$ cat config.mk
export PLATFORM = sky130hd
export DESIGN_NAME = rl_pair_dispatcher
export DESIGN_NICKNAME = d
export VERILOG_FILES = /design/src/rtl/md_pkg.sv /design/src/rtl/rl_pair_lane.sv /design/src/rtl/rl_pair_dispatcher.sv
export SDC_FILE = /design/constraint.sdc
export NUM_CORES = 1
export LEC_CHECK = 0
export CORE_AREA = 5 5 384 386
export CTS_BUF_LIST = sky130_fd_sc_hd__clkbuf_8 sky130_fd_sc_hd__clkbuf_16
export CTS_CLUSTER_SIZE = 25
export DETAILED_ROUTE_END_ITERATION = 10
export DIE_AREA = 0 0 389 391
export GPL_ROUTABILITY_DRIVEN = 0
export PLACE_DENSITY = 0.5
export SLEW_MARGIN = 30
export SYNTH_ARGS = -nofsm -noshare
export SYNTH_HDL_FRONTEND = slang
export SYNTH_SLANG_ARGS = --single-unit
$ cat constraint.sdc
create_clock -name clk -period 4.2 [get_ports clk]
set_input_delay 0.42 -clock clk [delete_from_list [all_inputs] [get_ports clk]]
set_output_delay 0.42 -clock clk [all_outputs]
set_load 0.01 [all_outputs]
$ cat src/rtl/md_pkg.sv
// Shared definitions for the molecular-dynamics pair generation blocks.
//   DATA_WIDTH      : default float32 coordinate width
//   POS_X/Y/Z       : field index of each coordinate inside a {z,y,x} position word
//   disp_state_t    : pair dispatcher FSM states
//   slice_lsb(k, w) : LSB of slice k in a bus of w-bit slices (lanes or fields)
package md_pkg;

  localparam int DATA_WIDTH = 32;

  // Position word layout: x in the LSBs, then y, then z.
  localparam int POS_X      = 0;
  localparam int POS_Y      = 1;
  localparam int POS_Z      = 2;
  localparam int POS_FIELDS = 3;

  typedef enum logic [2:0] {
    ST_IDLE,
    ST_LOAD_REF,
    ST_STREAM,
    ST_DRAIN,
    ST_DONE
  } disp_state_t;

  function automatic int slice_lsb(input int k, input int w);
    return k * w;
  endfunction

endpackage

$ cat src/rtl/rl_pair_lane.sv
// One filter lane of the pair dispatcher. Holds the reference particle
// position and its home-cell index, plus the lane's active flag for the
// current batch, and qualifies the broadcast neighbor into a pair valid.
//   clk, rst        : clock, synchronous active-high reset
//   clr             : drop the active flag (start of a new batch)
//   ld_en / ld_pos  : capture a reference position word {z,y,x}
//   ld_idx          : home-cell index of the captured reference
//   nbr_vld / nbr_j : a neighbor word is on the broadcast bus, with its index
//   same_cell       : home and neighbor cells are the same cell
//   active          : lane holds a reference for this batch
//   pair_vld        : this lane's input_valid bit
//   refx/refy/refz  : reference coordinates
module rl_pair_lane #(
  parameter int DATA_WIDTH = 32,
  parameter int ADDR_W     = 8
) (
  input  logic                    clk,
  input  logic                    rst,
  input  logic                    clr,
  input  logic                    ld_en,
  input  logic [3*DATA_WIDTH-1:0] ld_pos,
  input  logic [ADDR_W-1:0]       ld_idx,
  input  logic                    nbr_vld,
  input  logic [ADDR_W-1:0]       nbr_j,
  input  logic                    same_cell,
  output logic                    active,
  output logic                    pair_vld,
  output logic [DATA_WIDTH-1:0]   refx,
  output logic [DATA_WIDTH-1:0]   refy,
  output logic [DATA_WIDTH-1:0]   refz
);
  import md_pkg::*;

  logic [ADDR_W-1:0] ref_idx;

  always_ff @(posedge clk) begin
    if (rst) begin
      active  <= 1'b0;
      ref_idx <= '0;
      refx    <= '0;
      refy    <= '0;
      refz    <= '0;
    end else if (ld_en) begin
      active  <= 1'b1;
      ref_idx <= ld_idx;
      refx    <= ld_pos[slice_lsb(POS_X, DATA_WIDTH) +: DATA_WIDTH];
      refy    <= ld_pos[slice_lsb(POS_Y, DATA_WIDTH) +: DATA_WIDTH];
      refz    <= ld_pos[slice_lsb(POS_Z, DATA_WIDTH) +: DATA_WIDTH];
    end else if (clr) begin
      active  <= 1'b0;
    end
  end

  // Within one cell only pairs with j > i are generated, so each unordered
  // pair appears once and no particle is paired with itself.
  assign pair_vld = active && nbr_vld && (!same_cell || (nbr_j > ref_idx));

endmodule

$ cat src/rtl/rl_pair_dispatcher.sv
// Reference/neighbor pair generator for the range-limited LJ force unit.
// Loads up to NUM_FILTER home particles (one per lane) per batch, then
// streams every neighbor particle past all active lanes.
//   clk, rst                  : clock, synchronous active-high reset
//   start                     : job start pulse (ignored while busy)
//   home_count, nbr_count     : particle counts, sampled at start
//   same_cell                 : home and neighbor are the same cell
//   busy, done                : job in progress / completion pulse
//   home_rd_* / nbr_rd_*      : position memory reads, data 1 cycle later
//   input_valid               : per-lane pair valid
//   refx..neighborz           : per-lane coordinate buses, lane k at [k*DW +: DW]
//   back_pressure_to_input    : per-lane almost-full from the force unit
module rl_pair_dispatcher #(
  parameter int DATA_WIDTH          = md_pkg::DATA_WIDTH,
  parameter int NUM_FILTER          = 4,
  parameter int PARTICLE_ADDR_WIDTH = 8
) (
  input  logic                             clk,
  input  logic                             rst,
  input  logic                             start,
  input  logic [PARTICLE_ADDR_WIDTH-1:0]   home_count,
  input  logic [PARTICLE_ADDR_WIDTH-1:0]   nbr_count,
  input  logic                             same_cell,
  output logic                             busy,
  output logic                             done,
  output logic                             home_rd_en,
  output logic [PARTICLE_ADDR_WIDTH-1:0]   home_rd_addr,
  input  logic [3*DATA_WIDTH-1:0]          home_rd_data,
  output logic                             nbr_rd_en,
  output logic [PARTICLE_ADDR_WIDTH-1:0]   nbr_rd_addr,
  input  logic [3*DATA_WIDTH-1:0]          nbr_rd_data,
  output logic [NUM_FILTER-1:0]            input_valid,
  output logic [NUM_FILTER*DATA_WIDTH-1:0] refx,
  output logic [NUM_FILTER*DATA_WIDTH-1:0] refy,
  output logic [NUM_FILTER*DATA_WIDTH-1:0] refz,
  output logic [NUM_FILTER*DATA_WIDTH-1:0] neighborx,
  output logic [NUM_FILTER*DATA_WIDTH-1:0] neighbory,
  output logic [NUM_FILTER*DATA_WIDTH-1:0] neighborz,
  input  logic [NUM_FILTER-1:0]            back_pressure_to_input
);
  import md_pkg::*;

  localparam int AW = PARTICLE_ADDR_WIDTH;
  localparam int LW = (NUM_FILTER > 1) ? $clog2(NUM_FILTER) : 1;

  disp_state_t state;

  logic [AW-1:0]         home_q, nbr_q, base, ld_cnt, j;
  logic [AW-1:0]         rem, batch_len;
  logic                  same_q, stall, lane_clr;
  logic [NUM_FILTER-1:0] lane_act;

  // In-flight read tags: what the word arriving next cycle belongs to.
  logic                  hp_vld, np_vld;
  logic [LW-1:0]         hp_lane;
  logic [AW-1:0]         hp_addr, np_j;
  logic [3*DATA_WIDTH-1:0] nbr_hold, nbr_word;

  always_comb begin
    rem       = home_q - base;
    batch_len = (rem > AW'(NUM_FILTER)) ? AW'(NUM_FILTER) : rem;
  end

  // Back pressure only counts on lanes holding a reference this batch.
  assign stall        = |(back_pressure_to_input & lane_act);
  assign home_rd_en   = (state == ST_LOAD_REF) && (ld_cnt < batch_len);
  assign home_rd_addr = base + ld_cnt;
  assign nbr_rd_en    = (state == ST_STREAM) && !stall;
  assign nbr_rd_addr  = j;
  assign lane_clr     = (state == ST_LOAD_REF) && (ld_cnt == '0);
  assign busy         = (state != ST_IDLE);
  assign done         = (state == ST_DONE);

  always_ff @(posedge clk) begin
    if (rst) begin
      state  <= ST_IDLE;
      home_q <= '0;
      nbr_q  <= '0;
      same_q <= 1'b0;
      base   <= '0;
      ld_cnt <= '0;
      j      <= '0;
    end else begin
      case (state)
        ST_IDLE: if (start) begin
          home_q <= home_count;
          nbr_q  <= nbr_count;
          same_q <= same_cell;
          base   <= '0;
          ld_cnt <= '0;
          j      <= '0;
          state  <= (home_count == '0 || nbr_count == '0) ? ST_DONE : ST_LOAD_REF;
        end
        // ld_cnt runs 0..L: L read cycles, then one cycle for the last
        // word to land in its lane before streaming starts.
        ST_LOAD_REF: begin
          if (ld_cnt == batch_len) begin
            state <= ST_STREAM;
            j     <= '0;
          end else begin
            ld_cnt <= ld_cnt + 1'b1;
          end
        end
        ST_STREAM: if (!stall) begin
          if (j == nbr_q - 1'b1) state <= ST_DRAIN;
          else                   j     <= j + 1'b1;
        end
        ST_DRAIN: begin
          base   <= base + batch_len;
          ld_cnt <= '0;
          state  <= (base + batch_len < home_q) ? ST_LOAD_REF : ST_DONE;
        end
        ST_DONE: state <= ST_IDLE;
        default: state <= ST_IDLE;
      endcase
    end
  end

  always_ff @(posedge clk) begin
    if (rst) begin
      hp_vld   <= 1'b0;
      hp_lane  <= '0;
      hp_addr  <= '0;
      np_vld   <= 1'b0;
      np_j     <= '0;
      nbr_hold <= '0;
    end else begin
      hp_vld  <= home_rd_en;
      hp_lane <= ld_cnt[LW-1:0];
      hp_addr <= home_rd_addr;
      np_vld  <= nbr_rd_en;
      np_j    <= j;
      if (np_vld) nbr_hold <= nbr_rd_data;
    end
  end

  // Broadcast the neighbor straight from the memory in the cycle it lands,
  // otherwise hold the last broadcast word.
  assign nbr_word = np_vld ? nbr_rd_data : nbr_hold;

  for (genvar k = 0; k < NUM_FILTER; k++) begin : g_lane
    rl_pair_lane #(
      .DATA_WIDTH (DATA_WIDTH),
      .ADDR_W     (AW)
    ) u_lane (
      .clk       (clk),
      .rst       (rst),
      .clr       (lane_clr),
      .ld_en     (hp_vld && (hp_lane == LW'(k))),
      .ld_pos    (home_rd_data),
      .ld_idx    (hp_addr),
      .nbr_vld   (np_vld),
      .nbr_j     (np_j),
      .same_cell (same_q),
      .active    (lane_act[k]),
      .pair_vld  (input_valid[k]),
      .refx      (refx[slice_lsb(k, DATA_WIDTH) +: DATA_WIDTH]),
      .refy      (refy[slice_lsb(k, DATA_WIDTH) +: DATA_WIDTH]),
      .refz      (refz[slice_lsb(k, DATA_WIDTH) +: DATA_WIDTH])
    );

    assign neighborx[slice_lsb(k, DATA_WIDTH) +: DATA_WIDTH] =
      nbr_word[slice_lsb(POS_X, DATA_WIDTH) +: DATA_WIDTH];
    assign neighbory[slice_lsb(k, DATA_WIDTH) +: DATA_WIDTH] =
      nbr_word[slice_lsb(POS_Y, DATA_WIDTH) +: DATA_WIDTH];
    assign neighborz[slice_lsb(k, DATA_WIDTH) +: DATA_WIDTH] =
      nbr_word[slice_lsb(POS_Z, DATA_WIDTH) +: DATA_WIDTH];
  end

endmodule

; ---- Word-level counts from Yosys, hierarchy flattened
; Index checks and enable logic that the tools add are counted.
[totals]
reg_bits = 580
elab_cells = 125
output_inout_bits = 792
[op_classes]
n_eq_ne = 15
muxes = 22
addsub = 6
order_cmp = 7
reduce_logical = 41
bitwise_logic = 1
[op_table]
columns = op, count
row1 = two-way mux 96 bit, 1
row2 = two-way mux 8 bit, 6
row3 = one-hot mux 8 bit (3 select lines), 2
row4 = greater-than comparator 8 bit, 4
row5 = logical NOT 8 bit, 3
row6 = two-way mux 3 bit, 6
row7 = adder 8 x 1 -> 8 bit (second input constant), 2
row8 = adder 8 bit, 2
row9 = == test 8 bit, 2
row10 = less-than comparator 8 bit, 2
row11 = one-hot mux 8 bit (2 select lines), 1
row12 = logical AND 1 bit, 15
row13 = one-hot mux 3 bit (4 select lines), 1
row14 = nonzero test 2 bit, 5
row15 = nonzero test 3 bit, 3
row16 = greater-than comparator 8 x 3 -> 1 bit (second input constant), 1
row17 = != test 2 bit (second input constant), 4
row18 = subtractor 8 x 1 -> 8 bit (second input constant), 1
row19 = subtractor 8 bit, 1
row20 = == test 3 x 2 -> 1 bit (second input constant), 2
row21 = logical OR 1 bit, 5
row22 = two-way mux 1 bit, 5
row23 = AND reduction 5 bit, 1
row24 = bitwise AND 4 bit, 1
row25 = 12 further kinds, 16

; ---- Depth between registers and ports, before layout
; Gate-level depths: netlist of run 1.
[logic_depth]
ltp_word = 7
mapped_depth = 24
depth_no_buf = 24

; ---- Cells and area by module
; A second synthesis of run 1 with hierarchy kept.
[hier_totals]
cells_unflattened = 2588
hier_area_um2 = 25804.7
[modules_own_cells]
columns = module, cells_per_inst, seq_area_each_um2, area_per_inst_um2, instances
row1 = rl_pair_lane, 371, 2102.0, 3967.6, 4
row2 = rl_pair_dispatcher, 1104, 3203.1, 9934.5, 1

; ---- Least setup slack after synthesis of run 1
; No wires, ideal clock.
[synth_timing]
kind = reg2reg
from = register base[1]
to = register state[0]
setup_time_ns = 0.118
arrival_time_ns = 4.125
stages_incl_launch_ff = 20
setup_slack_ns = -0.042
cell_sequence = dfxtp_1 inv_1 fa_1 nand3_1 a32oi_1 or2_2 or3_4 or2_2 inv_1 ha_1 nand4_1 o41ai_1 a31o_2 a21oi_1 xnor2_1 ha_1 o2111ai_1 a311o_1 a21o_1 o2111a_1
[synth_via]
elab_chain_len = 7
[synth_rtl]
columns = item, line
row1 = from (decl), rl_pair_dispatcher.sv:48  ; logic [AW-1:0] home_q, nbr_q, base, ld_cnt, j;
row2 = from (signal assigned), rl_pair_dispatcher.sv:109  ; base <= base + batch_len;
row3 = subtractor 8 bit, rl_pair_dispatcher.sv:60  ; rem = home_q - base;
row4 = greater-than comparator 8 x 3 -> 1 bit, rl_pair_dispatcher.sv:61  ; batch_len = (rem > AW'(NUM_FILTER)) ? AW'(NUM_FILTER) : rem;
row5 = two-way mux 8 bit, rl_pair_dispatcher.sv:61
row6 = adder 8 bit, rl_pair_dispatcher.sv:111  ; state <= (base + batch_len < home_q) ? ST_LOAD_REF : ST_DONE;
row7 = less-than comparator 8 bit, rl_pair_dispatcher.sv:111
row8 = two-way mux 3 bit, rl_pair_dispatcher.sv:111
row9 = one-hot mux 3 bit (4 select lines), rl_pair_dispatcher.sv:84  ; case (state)
row10 = to (signal assigned), rl_pair_dispatcher.sv:92  ; state <= (home_count == '0 || nbr_count == '0) ? ST_DONE : ST_LOAD_REF;
row11 = to (signal assigned), rl_pair_dispatcher.sv:111
row12 = to (decl), rl_pair_dispatcher.sv:46  ; disp_state_t state;
; Parallel ways exist; a longest one is shown, timed or not.
; A chain may end at the register's enable or synchronous reset.

; ---- Worst setup path after layout of run 1
[layout_timing]
from = register home_q[0]
to = output home_rd_en
[layout_via]
elab_chain_len = 5
[layout_rtl]
columns = item, line
row1 = from (decl), rl_pair_dispatcher.sv:48
row2 = from (signal assigned), rl_pair_dispatcher.sv:86  ; home_q <= home_count;
row3 = subtractor 8 bit *, rl_pair_dispatcher.sv:60
row4 = greater-than comparator 8 x 3 -> 1 bit, rl_pair_dispatcher.sv:61
row5 = two-way mux 8 bit *, rl_pair_dispatcher.sv:61
row6 = less-than comparator 8 bit *, rl_pair_dispatcher.sv:66  ; assign home_rd_en = (state == ST_LOAD_REF) && (ld_cnt < batch_len);
row7 = logical AND 1 bit *, rl_pair_dispatcher.sv:66
row8 = to (decl), rl_pair_dispatcher.sv:26  ; output logic home_rd_en,
; Mark *: on every way between the ends. The rest lies on a longest branch, timed or not.

==> results of run 1 <==
-- cell families after synthesis --
kind of cell,after synthesis
AOI/OAI and AO/OA,556
and+or+nand+nor,1152
muxes,98
DFF,580
buffers and inverters,538
xor gates and xnor gates,37
other,2
adders and majority gates,75
-- state kept, by name (all words and copies together), names as in the netlist --
register and count:
state 3, g_lane.u_lane.refz 128, hp_lane 2, hp_vld 1, base 8, np_vld 1, g_lane.u_lane.refy 128, ld_cnt 8
nbr_hold 96, np_j 8, nbr_q 8, same_q 1, g_lane.u_lane.active 4, nbr_rd_addr 8, home_q 8, g_lane.u_lane.refx 128
g_lane.u_lane.ref_idx 32, hp_addr 8
-- where the power goes --
| part | internal [mW] | switching [mW] | leakage, nW | total, mW |
|---|---|---|---|---|
| clock network | 3.80 | 2.68 | 1.29 | 6.48 |
| registers | 5.57 | 0.0465 | 4.68 | 5.61 |
| logic | 0.449 | 0.523 | 7.23 | 0.971 |
-- critical path, stage by stage (launching register included) --
cell	delay (ps)
dfxtp_2	320
inv_2	70
ha_4	130
inv_2	30
fa_2	370
a21oi_2	120
nand4b_1	140
a22o_1	150
o211ai_1	130
or3_4	400
or2_4	280
ha_4	210
nor2b_1	120
o21a_1	160
o21ai_1	120
nand2b_1	80
a21oi_2	170
nor2_2	70
a2111oi_2	210
buf_4	180
buf_6	110
-- per-stage QoR --
step | instances | instance area, um^2
after floorplan | 3045 | 25000
after global placement | 5556 | 35300
after detailed placement | 5557 | 35300
after CTS | 5692 | 37900
after global routing | 5702 | 38100
final | 5706 | 38100
-- path summary, 6_finish.rpt --
path	start	to	slack (ps)	cells after the start
setup / recovery	home_q[0]	home_rd_en	-440	20
hold / removal	rst	nbr_hold[54]	270	2
setup reg to reg	home_q[0]	state[0]	-350	23
hold reg to reg	g_lane[2].u_lane.refz[25]	g_lane[2].u_lane.refz[25]	450	2
-- layer usage --
layer  track usage, %  share of wire [%]  up-vias
met1             18.2                 42    10878
li1                 -                  -    10976
met3             5.17                8.3      178
met2             24.0                 46      837
met5             1.44               0.28        -
met4             5.64                4.0        6
-- synth_stat cells (all sizes together), types with 4 or more instances --
cell type    n
a21o        13
inv         66
and2         4
nand4        9
mux2        98
xnor2       19
nor4         8
o21a         8
o21bai       4
ha          72
nand2b       9
clkbuf     167
nor3        11
buf        305
a21oi      481
dfxtp      580
nand2      893
or3          7
nor2b      117
nor2        46
or2          5
and3         6
o21ai       23
xor2        18
nand3       24
-- cells in the final DEF (no fill, tap or decap), types with 5 or more instances in the layout --
cell type,count
a21o_1,13
a21oi_1,476
a21oi_2,5
and3_1,5
buf_12,12
buf_4,68
bufinv_16,6
clkbuf_16,73
clkbuf_8,13
clkdlybuf4s50_1,1005
clkinv_2,7
conb_1,9
dfxtp_1,577
diode_2,10
ha_1,65
ha_4,7
inv_1,84
mux2_2,98
nand2_1,893
nand2b_1,9
nand3_1,22
nand4_1,9
nor2_1,43
nor2b_1,117
nor3_1,9
nor4_1,6
o21a_1,8
o21ai_0,22
or3_1,5
xnor2_1,19
xor2_1,18
-- cell type report --
type | instances | area, um^2 | area share (%)
tap | 1903 | 2380 | 6.25
multi-input combinational | 1927 | 10500 | 27.5
clock inverter | 46 | 464 | 1.22
timing repair buffer | 1088 | 10900 | 28.5
antenna | 10 | 25.0 | 0.0657
clock buffer | 86 | 2010 | 5.27
sequential | 580 | 11600 | 30.5
inverter | 66 | 250 | 0.657
-- what timing repair did --
| action | CTS | global route |
|---|---|---|
| pin swaps | 21 | 17 |
| cloned | 0 | 0 |
| endpoints found under the hold margin | 0 | 0 |
| buffers inserted | 4 | 4 |
| endpoints found under the setup margin | 3 | 5 |
| resized for setup | 28 | 11 |
==> results.yml, run 1 <==
timing:
  min_period_ps: 4640
  finalCritPeriodShare_pct: 110
  slew_viol_final: 0
  tightest_slew_ps: 1020
  setup_tns_ps: -1080
  relSlewSlack_pct: 32.0
  timing.hold.ws_ps: 274
  hold_viol_final: 0
  clock_skew_ps: 37.8
  setup_viol: 3
  finalWorstSetupSlack_ps: -440
  rsz0062_at_grt: "true"
  max_freq_mhz: 215
yosys:
  synth_compound_area_share_pct: 11.9
  synth_seq_cells: 580
  synth_area_leader_cell: "dfxtp_1"
  yosysTopAreaCellShare_pct: 46.5
  synth-main-ff-cell: "dfxtp_1"
  synth_xor_area_share_pct: 1.30
  muxShareOfSynthArea_pct: 4.42
  synth_top_family_by_area: "simple AND/OR/NAND/NOR gates"
  syn_area_um2: 24900
  yosysUniqueCellTypes: 59
  synth_simple_gate_area_share_pct: 19.5
  synth_edf_count: 0
  synthTopCellsByArea: "dfxtp_1 (47%), nand2_1 (13%), a21oi_1 (9.6%)"
  synthAdderAreaFrac_pct: 3.85
  synth.avg_cell_area_um2: 8.21
  synth-async-reset-ratio_pct: 0
  postSynthCellCount: 3038
  yosys_warnings: 0
  yosysSeqAreaShare_pct: 46.5
cts:
  cts_buffers: 72
  cts_sinks: 580
  cts.clk_slew.worst_paths_ps: 60
  root_buffer: "clkbuf_16"
  tritoncts: "built"
  htreeDepth: 3
  clock_path_buffers: 3
  ctsHoldBuffers: 0
  clkLatencyLatePin_ps: 660
placed_design:
  dp_hpwl_um: 89600
  numPortBuffers: 1007
  dp_slack_ps: -705
floorplanning:
  start_util_pct: 17.4
  coreArea_um2: 143000
  die_height_um: 391
  rows: 139
  fp.dieW_um: 389
  die_area_um2: 152000
  ioPinCount: 1008
power:
  vdd_drop_max_v: 0.000281
  p_leak_nw: 13.2
  power_mw: 13.1
  p_per_area_nw_per_um2: 343
cells_and_area:
  drive_above_1_share_pct: 8.91
  final_util_pct: 26.6
  syn_to_final_growth_pct: 52.6
  fin_nets: 4026
  fillers: 15317
detailed_routing:
  antenna_left: 0
  wl_per_cell_um: 21.0
  viasPerCell: 4.01
  vias: 22875
  first_pass_iters: 5
  drc: 0
  drt-initial-drc-count: 1108
  wl_um: 120000
flow_run:
  maxCapViolCount: 0
critical_path:
  path_max_fanout: 3
  crit_path_end_kind: "primary output"
  cp.required_ps: 3780
  crit_type: "register to primary output"
  cp.arrival_ps: 4220
  setup.worst_path.start_class: "register"
grt:
  grt_pass1_wl_um: 166000
  antenna_found_initial: 15
  grt_use_total_pct: 14.9
  grt_pass1_vias: 22244
  grt_overflow: 0
  grt_max_degree: 106
worst_hold_path:
  hold_class: "input port to register"
run_status:
  violations: "setup timing"
  status: "finished, violations left"
Note: power is estimated with default switching activity, not from simulation.
==> inputs of run 2 (changes only) <==
ABC_CLOCK_PERIOD_IN_PS = 4200   (was default)
CTS_CLUSTER_DIAMETER = 150   (was default)
==> run 2 against run 1 <==
Net effect: the run still ends with setup timing left; worst setup slack lost 62 ps; clock skew decreased by 1.6 ps; first-iteration DRC count grew 15%; maximum frequency down 1.3%; flip-flop and latch count is the same; utilization fell by 1.2 points; cell area is 4.4% lower; final cell count shrank 1.7%; clock-buffer cell count down 57; sequential power is essentially flat.
==> results.yml, run 2 (synthesis gave the netlist of run 1 again) <==
run_status:
  status: "finished, violations left"
  violations: "setup timing"
cts:
  cts.clk_slew.worst_paths_ps: 120
  root_buffer: "clkbuf_16"
  clock_path_buffers: 3
  tritoncts: "built"
  cts_buffers: 28
  cts_sinks: 580
  clkLatencyLatePin_ps: 680
  htreeDepth: 1
grt:
  antenna_found_initial: 15
  grt_use_total_pct: 14.5
  grt_pass1_vias: 21703
  grt_max_degree: 106
  grt_pass1_wl_um: 164000
  grt_overflow: 0
cells_and_area:
  biggestRegsByFlops: "g_lane.u_lane.refx: 128 flops, g_lane.u_lane.refy: 128 flops, g_lane.u_lane.refz: 128 flops"
  layout_commonest_cell: "clkdlybuf4s50_1"
  drive_above_1_share_pct: 7.09
  final_cell_mix: "clkdlybuf4s50_1 (1005), nand2_1 (893), dfxtp_1 (577)"
  register_area_um2: 11600
  design_area_um2: 36400
  multi_input_area_um2: 10500
  fillers: 15441
  fin_nets: 3982
  syn_to_final_growth_pct: 45.9
timing:
  tightest_slew_ps: 956
  setup_tns_ps: -1220
  hold_viol_final: 0
  min_period_ps: 4700
  finalCritPeriodShare_pct: 112
  timing.hold.ws_ps: 255
  clock_skew_ps: 36.1
  slew_viol_final: 0
  setup_viol: 3
  finalWorstSetupSlack_ps: -503
  relSlewSlack_pct: 36.1
  rsz0062_at_grt: "true"
  max_freq_mhz: 213
detailed_routing:
  drt-initial-drc-count: 1278
  first_pass_iters: 5
  antenna_left: 0
  viasPerCell: 3.99
  vias: 22383
  wl_um: 118000
  drc: 0
  wl_per_cell_um: 21.1
critical_path:
  crit_path_end_kind: "primary output"
  cp.arrival_ps: 4280
  path_max_fanout: 3
  cp.required_ps: 3780
  setup.worst_path.start_class: "register"
  crit_type: "register to primary output"
floorplanning:
  die_height_um: 391
  start_util_pct: 17.4
  coreArea_um2: 143000
  ioPinCount: 1008
  rows: 139
  die_area_um2: 152000
  fp.dieW_um: 389
power:
  p_leak_nw: 12.3
  p_per_area_nw_per_um2: 270
  vdd_drop_max_v: 0.000345
placed_design:
  dp_hpwl_um: 89600
  numPortBuffers: 1007
  dp_slack_ps: -705
  dpl-instance-area_um2: 35300
worst_hold_path:
  hold_class: "input port to register"
flow_run:
  maxCapViolCount: 0
run 2: cell types whose count changed in the layout (fill, tap and decap cells not counted), moves of 5 or more:
cell and delta:
clkbuf_16 -45, clkinv_2 -5, clkbuf_8 -12, inv_1 -21, bufinv_16 -6
run 2: power by group:
part / internal [mW] / total, mW / switching [mW]
logic: 0.449 / 0.973 / 0.524
registers: 5.56 / 5.61 / 0.0460
clock network: 1.26 / 3.26 / 2.01
run 2: timing repair:
action                     in CTS  in global routing
pin swaps                      21                 17
hold buffers                    0                  0
setup buffers                   4                  4
setup endpoints to repair       3                  7
resized for setup              28                 12
run 2: area by class of cell:
class	count	area share [%]
sequential	580	31.9
antenna	10	0.0688
clock inverter	6	0.248
inverter	66	0.688
tap	1903	6.54
multi-input combinational	1927	28.7
clock buffer	29	1.96
timing repair buffer	1088	29.8
run 2: worst paths after layout:
path | endpoint | start | depth (start not counted) | slack, ps
worst min register to register | g_lane[2].u_lane.refz[25] | g_lane[2].u_lane.refz[25] | 2 | 460
worst min-delay path | nbr_hold[54] | rst | 2 | 260
worst max-delay path | home_rd_en | home_q[0] | 20 | -500
worst max register to register | state[0] | home_q[0] | 23 | -380
run 2: metrics by stage:
| step | power (mW) | std cells | util [%] |
|---|---|---|---|
| finish | 9.84 | 5609 | 25.4 |
| global placement | 6.68 | 5556 | 24.7 |
| CTS | 10.0 | 5595 | 25.3 |
| floorplan | 6.08 | 3045 | - |
| detailed placement | 6.69 | 5557 | 24.7 |
| global route | 10.3 | 5605 | 25.4 |
run 2: per-layer routing:
| layer | wire length [um] | track usage (%) | vias up |
|---|---|---|---|
| li1 | - | - | 10817 |
| met1 | 50500 | 18.2 | 10678 |
| met2 | 54300 | 23.9 | 747 |
| met3 | 9090 | 4.44 | 135 |
| met4 | 4020 | 4.17 | 6 |
| met5 | 330 | 1.44 | - |
run 2: worst max-delay path, stage by stage, from the launching register on:
cell and delay [ps]:
dfxtp_2 350, inv_2 70, ha_4 130, inv_2 30
fa_2 370, a21oi_2 120, nand4b_1 150, a22o_1 170
o211ai_1 130, or3_4 390, or2_4 280, ha_4 220
nor2b_1 120, o21a_1 160, o21ai_1 120, nand2b_1 80
a21oi_2 180, nor2_2 70, a2111oi_2 210, buf_4 180
buf_6 110
